--- src/rtl/seq_alu_pkg.sv ---
// Shared opcode and state definitions for the sequential ALU.
package seq_alu_pkg;

    localparam logic [2:0] OP_PASS = 3'b000;
    localparam logic [2:0] OP_ADD  = 3'b001;
    localparam logic [2:0] OP_SUB  = 3'b010;
    localparam logic [2:0] OP_MUL  = 3'b011;
    localparam logic [2:0] OP_DIV  = 3'b100;
    localparam logic [2:0] OP_AND  = 3'b101;
    localparam logic [2:0] OP_OR   = 3'b110;
    localparam logic [2:0] OP_XOR  = 3'b111;

    localparam logic ITER_MUL = 1'b0;
    localparam logic ITER_DIV = 1'b1;

    typedef enum logic [1:0] {
        ST_IDLE = 2'd0,
        ST_MUL  = 2'd1,
        ST_DIV  = 2'd2
    } state_t;

endpackage

--- src/rtl/seq_alu_iter.sv ---
// Shared WIDTH-cycle shift engine: shift-add multiplier (low half) and restoring divider.
module seq_alu_iter
    import seq_alu_pkg::*;
#(
    parameter int unsigned WIDTH = 20
) (
    input  logic             clk,
    input  logic             rst,
    input  logic             load,
    input  logic             mode,
    input  logic             step,
    input  logic [WIDTH-1:0] a,
    input  logic [WIDTH-1:0] b,
    output logic             finish,
    output logic [WIDTH-1:0] result
);

    localparam int unsigned CW = $clog2(WIDTH);

    // r: accumulator / partial remainder, s: multiplicand / dividend->quotient,
    // d: multiplier (shifted right) / divisor
    logic [WIDTH-1:0] r_q, r_d, s_q, s_d, d_q, d_d;
    logic             mode_q, mode_d;
    logic [CW-1:0]    cnt_q, cnt_d;
    logic [WIDTH:0]   trial, diff;

    always_comb begin
        r_d    = r_q;
        s_d    = s_q;
        d_d    = d_q;
        mode_d = mode_q;
        cnt_d  = cnt_q;
        finish = 1'b0;
        trial  = {r_q, s_q[WIDTH-1]};
        diff   = trial - {1'b0, d_q};

        if (load) begin
            r_d    = '0;
            s_d    = a;
            d_d    = b;
            mode_d = mode;
            cnt_d  = '0;
        end else if (step) begin
            if (mode_q == ITER_DIV) begin
                // Top bit of diff is a borrow: clear means trial >= divisor.
                if (!diff[WIDTH]) begin
                    r_d = diff[WIDTH-1:0];
                    s_d = {s_q[WIDTH-2:0], 1'b1};
                end else begin
                    r_d = trial[WIDTH-1:0];
                    s_d = {s_q[WIDTH-2:0], 1'b0};
                end
            end else begin
                r_d = r_q + (d_q[0] ? s_q : '0);
                s_d = {s_q[WIDTH-2:0], 1'b0};
                d_d = {1'b0, d_q[WIDTH-1:1]};
            end
            cnt_d = cnt_q + CW'(1);
            if (cnt_q == CW'(WIDTH - 1)) begin
                finish = 1'b1;
                cnt_d  = '0;
            end
        end

        result = (mode_q == ITER_DIV) ? s_d : r_d;
    end

    always_ff @(posedge clk or posedge rst) begin
        if (rst) begin
            r_q    <= '0;
            s_q    <= '0;
            d_q    <= '0;
            mode_q <= ITER_MUL;
            cnt_q  <= '0;
        end else begin
            r_q    <= r_d;
            s_q    <= s_d;
            d_q    <= d_d;
            mode_q <= mode_d;
            cnt_q  <= cnt_d;
        end
    end

endmodule

--- src/rtl/seq_alu.sv ---
// Multi-cycle ALU: single-cycle logic/add/sub, iterative mul/div, start/busy/done handshake.
module seq_alu
    import seq_alu_pkg::*;
#(
    parameter int unsigned WIDTH = 20
) (
    input  logic             clk,
    input  logic             rst,
    input  logic             start,
    input  logic [WIDTH-1:0] a,
    input  logic [WIDTH-1:0] b,
    input  logic [2:0]       sel,
    output logic             busy,
    output logic             done,
    output logic [WIDTH-1:0] c,
    output logic             zero_check,
    output logic             div_by_zero
);

    state_t           state_q, state_d;
    logic [WIDTH-1:0] c_q, c_d, alu_res, iter_result;
    logic             zero_q, zero_d, dbz_q, dbz_d, done_q, done_d;
    logic             iter_load, iter_mode, iter_step, iter_finish;

    seq_alu_iter #(
        .WIDTH (WIDTH)
    ) u_iter (
        .clk    (clk),
        .rst    (rst),
        .load   (iter_load),
        .mode   (iter_mode),
        .step   (iter_step),
        .a      (a),
        .b      (b),
        .finish (iter_finish),
        .result (iter_result)
    );

    // Single-cycle results; the DIV entry only applies to divide-by-zero.
    always_comb begin
        alu_res = '0;
        case (sel)
            OP_PASS: alu_res = a;
            OP_ADD:  alu_res = a + b;
            OP_SUB:  alu_res = a - b;
            OP_DIV:  alu_res = '1;
            OP_AND:  alu_res = a & b;
            OP_OR:   alu_res = a | b;
            OP_XOR:  alu_res = a ^ b;
            default: alu_res = '0;
        endcase
    end

    always_comb begin
        state_d   = state_q;
        c_d       = c_q;
        zero_d    = zero_q;
        dbz_d     = dbz_q;
        done_d    = 1'b0;
        iter_load = 1'b0;
        iter_mode = ITER_MUL;
        iter_step = 1'b0;

        case (state_q)
            ST_IDLE: begin
                if (start) begin
                    if (sel == OP_MUL) begin
                        iter_load = 1'b1;
                        state_d   = ST_MUL;
                    end else if (sel == OP_DIV && b != '0) begin
                        iter_load = 1'b1;
                        iter_mode = ITER_DIV;
                        state_d   = ST_DIV;
                    end else begin
                        c_d    = alu_res;
                        zero_d = (alu_res == '0);
                        dbz_d  = (sel == OP_DIV);
                        done_d = 1'b1;
                    end
                end
            end
            ST_MUL, ST_DIV: begin
                iter_step = 1'b1;
                if (iter_finish) begin
                    c_d     = iter_result;
                    zero_d  = (iter_result == '0);
                    dbz_d   = 1'b0;
                    done_d  = 1'b1;
                    state_d = ST_IDLE;
                end
            end
            default: state_d = ST_IDLE;
        endcase
    end

    always_ff @(posedge clk or posedge rst) begin
        if (rst) begin
            state_q <= ST_IDLE;
            c_q     <= '0;
            zero_q  <= 1'b0;
            dbz_q   <= 1'b0;
            done_q  <= 1'b0;
        end else begin
            state_q <= state_d;
            c_q     <= c_d;
            zero_q  <= zero_d;
            dbz_q   <= dbz_d;
            done_q  <= done_d;
        end
    end

    assign busy        = (state_q != ST_IDLE);
    assign done        = done_q;
    assign c           = c_q;
    assign zero_check  = zero_q;
    assign div_by_zero = dbz_q;

endmodule
--- config.mk ---
export PLATFORM = sky130hd
export DESIGN_NAME = seq_alu
export DESIGN_NICKNAME = d
export VERILOG_FILES = /design/src/rtl/seq_alu_pkg.sv /design/src/rtl/seq_alu_iter.sv /design/src/rtl/seq_alu.sv
export SDC_FILE = /design/constraint.sdc
export NUM_CORES = 1
export LEC_CHECK = 0
export BUFFER_PORTS_ARGS = -buffer_cell sky130_fd_sc_hd__clkbuf_2
export CAP_MARGIN = 40
export CORE_ASPECT_RATIO = 0.7
export CORE_UTILIZATION = 45
export DETAILED_ROUTE_END_ITERATION = 16
export MAX_ROUTING_LAYER = met4
export PLACE_DENSITY = 0.67
export SLEW_MARGIN = 20
export SYNTH_ARGS = -nofsm -noshare
export SYNTH_HDL_FRONTEND = slang
export SYNTH_SLANG_ARGS = --single-unit
--- constraint.sdc ---
create_clock -name clk -period 5.6 [get_ports clk]
set_clock_uncertainty 0.1 [all_clocks]
set_input_delay 0.84 -clock clk [delete_from_list [all_inputs] [get_ports clk]]
set_output_delay 0.84 -clock clk [all_outputs]
set_load 0.05 [all_outputs]
==> out/results.tsv, run 1 <==
stage	metric	value	unit
floorplanning	Die Area	23800	um^2
timing	setup_tns	0	ps
setup_path	Worst R2R Setup Slack	1020	ps
global_routing	vias in the first global route	9387	
routing	DRC errors left	0	
cells_and_area	Ant. Diodes	0	
routing	post-route antenna net violation count	0	
pwr	combinational power share	74.9	%
setup_path	crit-path most repeated cell	o211ai_1	
global_routing	pin count of the biggest net entering global routing	66	
timing	Final period util	81.7	%
pwr	sw frac	53.6	%
place	dpl hpwl	27200	um
pwr	internal power	3580	uW
timing	max frequency	0.219	GHz
floorplanning	Initial Utilization	46.0	%
clock_tree	Sinks on Clock Net	91	
yosys	Synth Area in XOR/XNOR	5.03	%
clock_tree	setup repair bufs after CTS	0	
clock_tree	Reg clk slew, reported paths	70	ps
pwr	Max IR drop VDD	606	uV
cells_and_area	Area Overhead vs Synth	9.25	%
yosys	Synth Area in Compound Gates	28.8	%
pwr	leak pwr	0.00528	uW
yosys	EDFF count, synth	0	
pwr	PwrDens	677	nW/um^2
setup_path	worst path cell trace	buf_4 > and2_1 > ha_1 > fa_1 > a211oi_1 > o211ai_1 > a31oi_1 > xnor2_1 > o311ai_0 > o211ai_1 > nor4b_1 > nand4b_1 > a2bb2oi_1 > o31ai_2	
setup_path	Crit-path slowest cell	nor4b_1	
setup_path	crit end category	register	
cells_and_area	non-filler instance count after layout	1699	
setup_path	Top Family by Delay on Critical Path	compound AO/OA/AOI/OAI gates	
floorplanning	Core Region	22700	um^2
pwr	Psw	4130	uW
cells_and_area	layout cell share with drive strength beyond 1	10.0	%
setup_path	Crit Path Category	reg2reg	
setup_path	Critical Path Max Stage Delay	500	ps
yosys	#FFs+latches synth	91	
timing	Final setup viols	0	
place	gp weighted congestion	1.00	
yosys	Synth Flop Type	dfrtp_1	
yosys	net count after synthesis	1513	
cells_and_area	commonest non-fill, non-tap cell in the layout	o21ai_0	
floorplanning	Rows	46	
cells_and_area	# nets final	1534	
routing	DR WL/cell	20.5	um
floorplanning	die height	129	um
global_routing	gr ovfl total	0	
floorplanning	die width	184	um
setup_path	Critical Path RT	5760	ps
yosys	Cell variety after synth	78	
yosys	sequential share of the synthesized area	21.8	%
global_routing	All-Layer GR Usage	30.6	%
cells_and_area	most frequent cells in the layout	o21ai_0, nand2_1, nor2_1	
clock_tree	Post-CTS Hold Buffers	0	
timing	Final min period	4580	ps
routing	WL final	34800	um
setup_path	worst path buffer plus inverter count	1	
job	max cap viols	0	
clock_tree	CTS Buffer Depth	2	
place	DP Cell Count	1682	
routing	number of detailed-route iterations in the first pass	6	
setup_path	Worst Path Max Fanout	21	
yosys	post-synthesis cell count	1361	
yosys	Syn. warnings	0	
global_routing	initial antenna violation count	0	
yosys	synthesized area	10400	um^2
setup_path	Worst setup SP type	register	
timing	final hold vios	0	
clock_tree	Resize count post-CTS	0	
timing	RSZ-0062 raised after global routing	no	
yosys	ys async rst share	100	%
pwr	Seq pwr share	16.6	%
timing	Worst Max-Slew Pin Slew	835	ps
cells_and_area	fillers	2306	
clock_tree	CTS tree	yes	
routing	DR iter-0 viols	1099	
clock_tree	root buffer cell	clkbuf_16	
yosys	multiplexer share of the synthesized area	6.56	%
setup_path	CP arrival	4740	ps
clock_tree	clk_lat worst skew	350	ps
yosys	Synth Area in Simple Gates	18.6	%
global_routing	first-pass GRT wire length	54000	um
place	port bufs	69	
status	status	complete, no violations	
worst_hold_path	Hold Crit Class	in2async	
timing	Slew HR	43.7	%
yosys	Adder-Cell Fraction of Synth Area	12.9	%
clock_tree	TritonCTS Buffers	9	
yosys	mean post-synth cell area	7.66	um^2
routing	via count	10400	
pwr	clock power share	8.5	%
yosys	largest family of logic cells by synthesized area	compound AO/OA/AOI/OAI gates	
floorplanning	Ports	70	
clock_tree	H-tree levels	3	
routing	via/cell ratio	6.11	
timing	Slew Viols, Final	0	
## cells by family (layout without fill, tap and decap cells)
| kind of cell | after synthesis | count (layout) |
|---|---|---|
| AOI/OAI and AO/OA | 474 | 474 |
| and+or+nand+nor | 398 | 398 |
| xor gates and xnor gates | 59 | 59 |
| DFF | 91 | 91 |
| muxes | 67 | 67 |
| buffers and inverters | 166 | 192 |
| adders and majority gates | 106 | 106 |
## final cells by class
type	instances	area, um^2	share of cell area (%)
clock buffer	11	253	2.22
timing repair buffer	93	566	4.96
sequential	91	2280	20.0
multi-input combinational	1104	7530	66.1
clock inverter	5	60.1	0.527
tap	312	390	3.43
inverter	83	314	2.76
## sequential cells by signal, indices dropped and copies added, names as in the netlist
register and cells:
c 20, u_iter.d_q 20, u_iter.r_q 20, u_iter.s_q 20
u_iter.cnt_q 5, state_q 2, div_by_zero 1, done 1
u_iter.mode_q 1, zero_check 1
## path summary, 6_finish.rpt
| kind | start | end | depth (start not counted) |
|---|---|---|---|
| worst max-delay path | u_iter.d_q[0] | zero_check | 14 |
| worst min-delay path | rst | u_iter.d_q[4] | 2 |
| worst max register to register | u_iter.d_q[0] | zero_check | 14 |
| worst min register to register | div_by_zero | div_by_zero | 2 |
| max in group asynchronous | rst | u_iter.cnt_q[1] | 4 |
| min in group clk | div_by_zero | div_by_zero | 2 |
## metrics by stage
| stage | hold slack, ps | power, uW | setup slack [ps] | cell area, um^2 | util [%] |
|---|---|---|---|---|---|
| after CTS | 385 | 7600 | 1140 | 11400 | 50.1 |
| after global placement | 364 | 6770 | 899 | 11000 | 48.6 |
| after detailed placement | 369 | 6910 | 870 | 11100 | 48.7 |
| after floorplan | 369 | 5410 | 1100 | 10400 | - |
| final | 250 | 7710 | 1020 | 11400 | 50.2 |
| after global routing | 243 | 8290 | 720 | 11400 | 50.2 |
## metal layers
metal	share of wire (%)	vias up	global-route usage, %	wire length (um)
met5	0	-	-	0
met4	1.7	0	6.18	576
met3	9.9	29	6.55	3440
met2	40	483	42.4	14000
met1	48	4880	45.0	16800
li1	-	4988	-	-
## power groups by stage
stage,Clock (uW),Combinational (uW),Sequential (uW)
finish,652,5770,1280
CTS,660,5670,1270
global route,683,6290,1320
detailed placement,0,5630,1280
floorplan,0,3970,1440
global placement,0,5500,1270
## cells in the mapped netlist (all sizes together), types with 5 or more instances
library cell | count | area [um^2]
a31oi | 29 | 181
nand2b | 19 | 119
inv | 82 | 308
a21oi | 106 | 534
o21a | 17 | 128
a21o | 24 | 188
and2 | 23 | 144
nor2b | 20 | 125
o211ai | 10 | 75.1
nand2 | 123 | 462
clkbuf | 61 | 229
nor3 | 26 | 135
dfrtp | 91 | 2280
o31ai | 11 | 87.6
o22ai | 11 | 68.8
a22o | 10 | 87.6
nand3 | 27 | 135
nand4b | 5 | 43.8
a2111oi | 5 | 43.8
ha | 103 | 1290
nand4 | 7 | 50.1
nor2 | 107 | 402
a311oi | 5 | 43.8
a211o | 10 | 87.6
o21bai | 5 | 37.5
a22oi | 6 | 45.0
mux2i | 56 | 561
and3 | 8 | 50.1
xnor2 | 45 | 402
buf | 22 | 110
a211oi | 23 | 173
xor2 | 14 | 123
nor4 | 5 | 46.3
or3 | 8 | 50.1
o311ai | 6 | 52.6
mux2 | 11 | 124
a221oi | 6 | 52.6
o21ai | 148 | 741
Note: power is estimated with default switching activity, not from simulation.
==> run 2: changes to the inputs <==
- PLACE_DENSITY: 0.67 -> 0.7
- clock period: 5.6 -> 4.2 ns (I/O delays scaled with it)
==> out/results.tsv, run 2 (synthesis gave the netlist of run 1 again) <==
stage	metric	value	unit
status	status	complete, no violations	
timing	max frequency	0.248	GHz
cells_and_area	layout cell share with drive strength beyond 1	14.2	%
setup_path	Critical Path RT	4360	ps
clock_tree	setup repair bufs after CTS	0	
setup_path	Crit Path Category	reg2reg	
floorplanning	Die Area	23800	um^2
clock_tree	Sinks on Clock Net	91	
global_routing	pin count of the biggest net entering global routing	56	
timing	smallest hold slack	115	ps
timing	Worst Max-Slew Pin Slew	860	ps
pwr	combinational power share	75.8	%
routing	post-route antenna net violation count	0	
cells_and_area	commonest non-fill, non-tap cell in the layout	o21ai_0	
floorplanning	Core Region	22700	um^2
timing	Final setup viols	0	
clock_tree	CTS tree	yes	
setup_path	CP arrival	4190	ps
timing	setup_tns	0	ps
job	max cap viols	0	
setup_path	Worst Path Max Fanout	8	
cells_and_area	FF+latch area	2280	um^2
clock_tree	Reg clk slew, reported paths	80	ps
routing	DRC errors left	0	
clock_tree	clk_lat worst skew	360	ps
cells_and_area	Area Overhead vs Synth	13.8	%
pwr	PwrDens	896	nW/um^2
floorplanning	die width	184	um
routing	number of detailed-route iterations in the first pass	5	
routing	DR WL/cell	20.1	um
global_routing	All-Layer GR Usage	30.7	%
clock_tree	CTS Buffer Depth	2	
timing	Final period util	96.1	%
global_routing	initial antenna violation count	1	
setup_path	r2r endpoint	u_iter.r_q[9]	
global_routing	first-pass GRT wire length	54600	um
cells_and_area	most frequent cells in the layout	o21ai_0, nand2_1, nor2_1	
routing	WL final	35300	um
pwr	Psw	5700	uW
global_routing	gr ovfl total	0	
pwr	leak pwr	0.00557	uW
cells_and_area	multi-input logic area	7570	um^2
place	port bufs	69	
cells_and_area	# nets final	1594	
pwr	internal power	4940	uW
setup_path	Worst setup SP type	register	
setup_path	worst r2r src	u_iter.s_q[19]	
routing	DR iter-0 viols	1096	
setup_path	Worst R2R Setup Slack	160	ps
timing	Final min period	4040	ps
pwr	Max IR drop VDD	752	uV
clock_tree	H-tree levels	3	
floorplanning	Ports	70	
routing	via count	10800	
cells_and_area	Ant. Diodes	0	
cells_and_area	Final Util	52.3	%
worst_hold_path	Hold Crit Class	in2async	
pwr	Seq pwr share	16.3	%
clock_tree	root buffer cell	clkbuf_16	
pwr	sw frac	53.5	%
timing	RSZ-0062 raised after global routing	no	
timing	Slew HR	42.1	%
cells_and_area	fillers	2229	
setup_path	R2R cell count	15	
floorplanning	Initial Utilization	46.0	%
floorplanning	Rows	46	
clock_tree	TritonCTS Buffers	9	
setup_path	crit end category	register	
place	dpl hpwl	27800	um
timing	Slew Viols, Final	0	
clock_tree	Post-CTS Hold Buffers	0	
timing	final hold vios	0	
pwr	clock power share	7.9	%
global_routing	vias in the first global route	9806	
clock_tree	Resize count post-CTS	0	
place	gp weighted congestion	0.999	
routing	via/cell ratio	6.13	
floorplanning	die height	129	um
run 2: cell count changes in the layout (fill, tap and decap cells not counted), moves of 3 or more:
cell	before	now
buf_4	22	80
inv_8	0	3
o311ai_0	6	3
o311ai_1	0	3
run 2: power groups by stage:
stage / sequential, uW / clock, uW / combinational (uW)
detailed placement: 1730 / 0 / 7820
CTS: 1710 / 848 / 7880
finish: 1730 / 840 / 8070
global route: 1770 / 878 / 8770
floorplan: 1920 / 0 / 5290
global placement: 1720 / 0 / 7700
run 2: routing by layer:
layer	global-route usage, %	wire [um]
met5	-	0
met4	4.71	425
met3	5.99	3390
met2	45.3	14800
met1	44.0	16700
run 2: layout make-up:
cell class	instances	share of cell area, %
Multi-Input combinational cell	1104	63.8
Sequential cell	91	19.2
Timing Repair Buffer	153	8.63
Tap cell	312	3.29
Inverter	83	2.65
Clock buffer	9	1.90
Clock inverter	7	0.559
run 2: worst max path at each step:
stage               slack [ps]            end            from  cells after the start
floorplan                   30          c[13]          sel[1]                     17
global placement           -70     zero_check            b[3]                     18
detailed placement        -150     zero_check            b[3]                     18
CTS                         50  u_iter.r_q[9]  u_iter.s_q[19]                     15
global route                20  u_iter.r_q[9]  u_iter.s_q[19]                     15
finish                     160  u_iter.r_q[9]  u_iter.s_q[19]                     15
run 2: through the flow:
stage	setup WS, ps	cells	power [uW]	cell area (um^2)
after detailed placement	-146	1743	9550	11500
after CTS	50.3	1759	10400	11800
after global routing	23.5	1759	11400	11900
after global placement	-69.9	1742	9420	11500
after floorplan	32.2	1361	7220	10400
final	165	1759	10600	11900
run 2: worst max-delay path: stages, from the launching register on:
cell and delay [ps]:
dfrtp_1 450, inv_1 110, ha_1 210, inv_1 80, fa_1 480, a211oi_1 320
o21ai_1 230, a31oi_2 300, o21ai_1 170, a211oi_1 250, buf_4 170, xnor2_4 240
buf_4 250, mux2_2 340, a21oi_1 150, nor2_1 60
==> run 3: changes to the inputs <==
- PLACE_DENSITY: 0.7 -> 0.67
- clock period: 4.2 -> 4.7 ns (I/O delays scaled with it)
==> out/results.tsv, run 3 (synthesis gave the netlist of run 1 again) <==
stage	metric	value	unit
status	status	complete, no violations	
place	DP Cell Count	1706	
timing	final hold vios	0	
setup_path	worst path cell trace	clkbuf_2 > nor3_1 > nand3_1 > nor2_1 > a41oi_1 > xnor2_1 > ha_1 > inv_1 > nor2_1 > o2111ai_1 > a32oi_1 > a31oi_1 > o21ai_0 > xor2_1 > o21ai_0 > o31ai_2	
floorplanning	Core Region	22700	um^2
setup_path	Worst Path Max Fanout	6	
floorplanning	Die Area	23800	um^2
timing	smallest hold slack	141	ps
pwr	leak pwr	0.00539	uW
routing	DRC errors left	0	
routing	via count	10600	
cells_and_area	non-filler instance count after layout	1722	
setup_path	Critical Path RT	4870	ps
timing	Worst Max-Slew Pin Slew	794	ps
worst_hold_path	Hold Crit Class	in2async	
timing	RSZ-0062 raised after global routing	no	
timing	Final min period	4320	ps
clock_tree	Resize count post-CTS	0	
floorplanning	Rows	46	
clock_tree	Post-CTS Hold Buffers	0	
routing	WL final	34700	um
cells_and_area	Area Overhead vs Synth	10.7	%
setup_path	CP arrival	4490	ps
clock_tree	Sinks on Clock Net	91	
pwr	combinational power share	75.5	%
floorplanning	Initial Utilization	46.0	%
routing	post-route antenna net violation count	0	
pwr	Max IR drop VDD	680	uV
routing	via/cell ratio	6.16	
clock_tree	Reg clk slew, reported paths	70	ps
timing	max frequency	0.232	GHz
job	max cap viols	0	
setup_path	crit end category	register	
pwr	clock power share	8.1	%
clock_tree	TritonCTS Buffers	9	
clock_tree	root buffer cell	clkbuf_16	
global_routing	gr ovfl total	0	
setup_path	Crit-path slowest cell	a32oi_1	
timing	setup_tns	0	ps
routing	DR iter-0 viols	920	
global_routing	first-pass GRT wire length	54500	um
clock_tree	setup repair bufs after CTS	0	
cells_and_area	layout cell share with drive strength beyond 1	11.5	%
routing	number of detailed-route iterations in the first pass	5	
pwr	Seq pwr share	16.4	%
cells_and_area	most frequent cells in the layout	o21ai_0, nand2_1, nor2_1	
pwr	Psw	5020	uW
global_routing	vias in the first global route	9839	
place	port bufs	69	
floorplanning	die width	184	um
global_routing	All-Layer GR Usage	30.9	%
timing	Slew HR	46.5	%
cells_and_area	Ant. Diodes	0	
pwr	internal power	4260	uW
global_routing	pin count of the biggest net entering global routing	54	
setup_path	Critical Path Start	b[2]	
place	dpl hpwl	27600	um
setup_path	Crit Path Category	in2reg	
timing	Slew Viols, Final	0	
pwr	sw frac	54.0	%
floorplanning	die height	129	um
setup_path	worst r2r src	u_iter.s_q[19]	
clock_tree	H-tree levels	3	
pwr	PwrDens	804	nW/um^2
timing	Final period util	91.8	%
floorplanning	Ports	70	
setup_path	Critical Path Max Stage Delay	440	ps
place	gp weighted congestion	0.978	
global_routing	initial antenna violation count	0	
cells_and_area	# nets final	1557	
clock_tree	CTS Buffer Depth	2	
clock_tree	clk_lat worst skew	360	ps
timing	Final setup viols	0	
setup_path	Worst setup SP type	input pin	
cells_and_area	commonest non-fill, non-tap cell in the layout	o21ai_0	
routing	DR WL/cell	20.2	um
clock_tree	CTS tree	yes	
==> run 3: cell count changes in the layout (fill, tap and decap cells not counted), sizes merged <==
cell | previous run | this run
buf | 84 | 47
inv | 87 | 88
clkinvlp | 2 | 0
clkinv | 1 | 2
==> run 3: worst paths after layout <==
kind                                   to  slack, ps  cells past startpoint
setup / recovery               zero_check        380                     16
hold / removal              u_iter.d_q[6]        140                      2
setup reg to reg           u_iter.r_q[10]        400                     16
hold reg to reg                      c[0]        390                      2
max in group asynchronous   u_iter.mode_q       3360                      4
min in group clk                     c[0]        390                      2
==> run 3: area by class of cell <==
type | count | area, um^2
fillers | 2271 | 11100
multi-input cells | 1104 | 7530
flip-flops and latches | 91 | 2280
repair buffers | 116 | 731
well taps | 312 | 390
inverters | 83 | 314
clock buffers | 9 | 225
clock inverters | 7 | 76.3
==> run 3: power groups by stage <==
stage	clock [uW]	sequential (uW)	combinational (uW)
finish	751	1530	7000
global route	792	1570	7640
CTS	765	1520	6870
detailed placement	0	1520	6830
global placement	0	1520	6750
floorplan	0	1720	4730
==> run 3: per-layer routing <==
layer  share of wire (%)  track usage, %  vias to the layer above  wire, um
met2                  41            44.5                      481     14200
met5                   0               -                        -         0
met3                  11            8.12                       41      3680
met1                  47            43.2                     5049     16300
li1                    -               -                     5042         -
met4                 1.5            5.98                        0       522
==> run 3: worst max-delay path: cells and delay by family <==
kind            cells  cell delay, ps
simple gates        4            1100
compound gates      7            1710
fa+ha+maj           1             350
buf+inv             2             220
xor+xnor            2             390
==> run 3: metrics by stage <==
step           area [um^2]  total power (uW)  setup WS (ps)  utilization (%)
6_report             11500              9280            384             50.9
5_1_grt              11500             10000           59.2             50.9
4_1_cts              11500              9150            476             50.9
3_5_place_dp         11200              8350            115             49.6
3_3_place_gp         11200              8270           82.6             49.5
2_1_floorplan        10400              6450            334                -
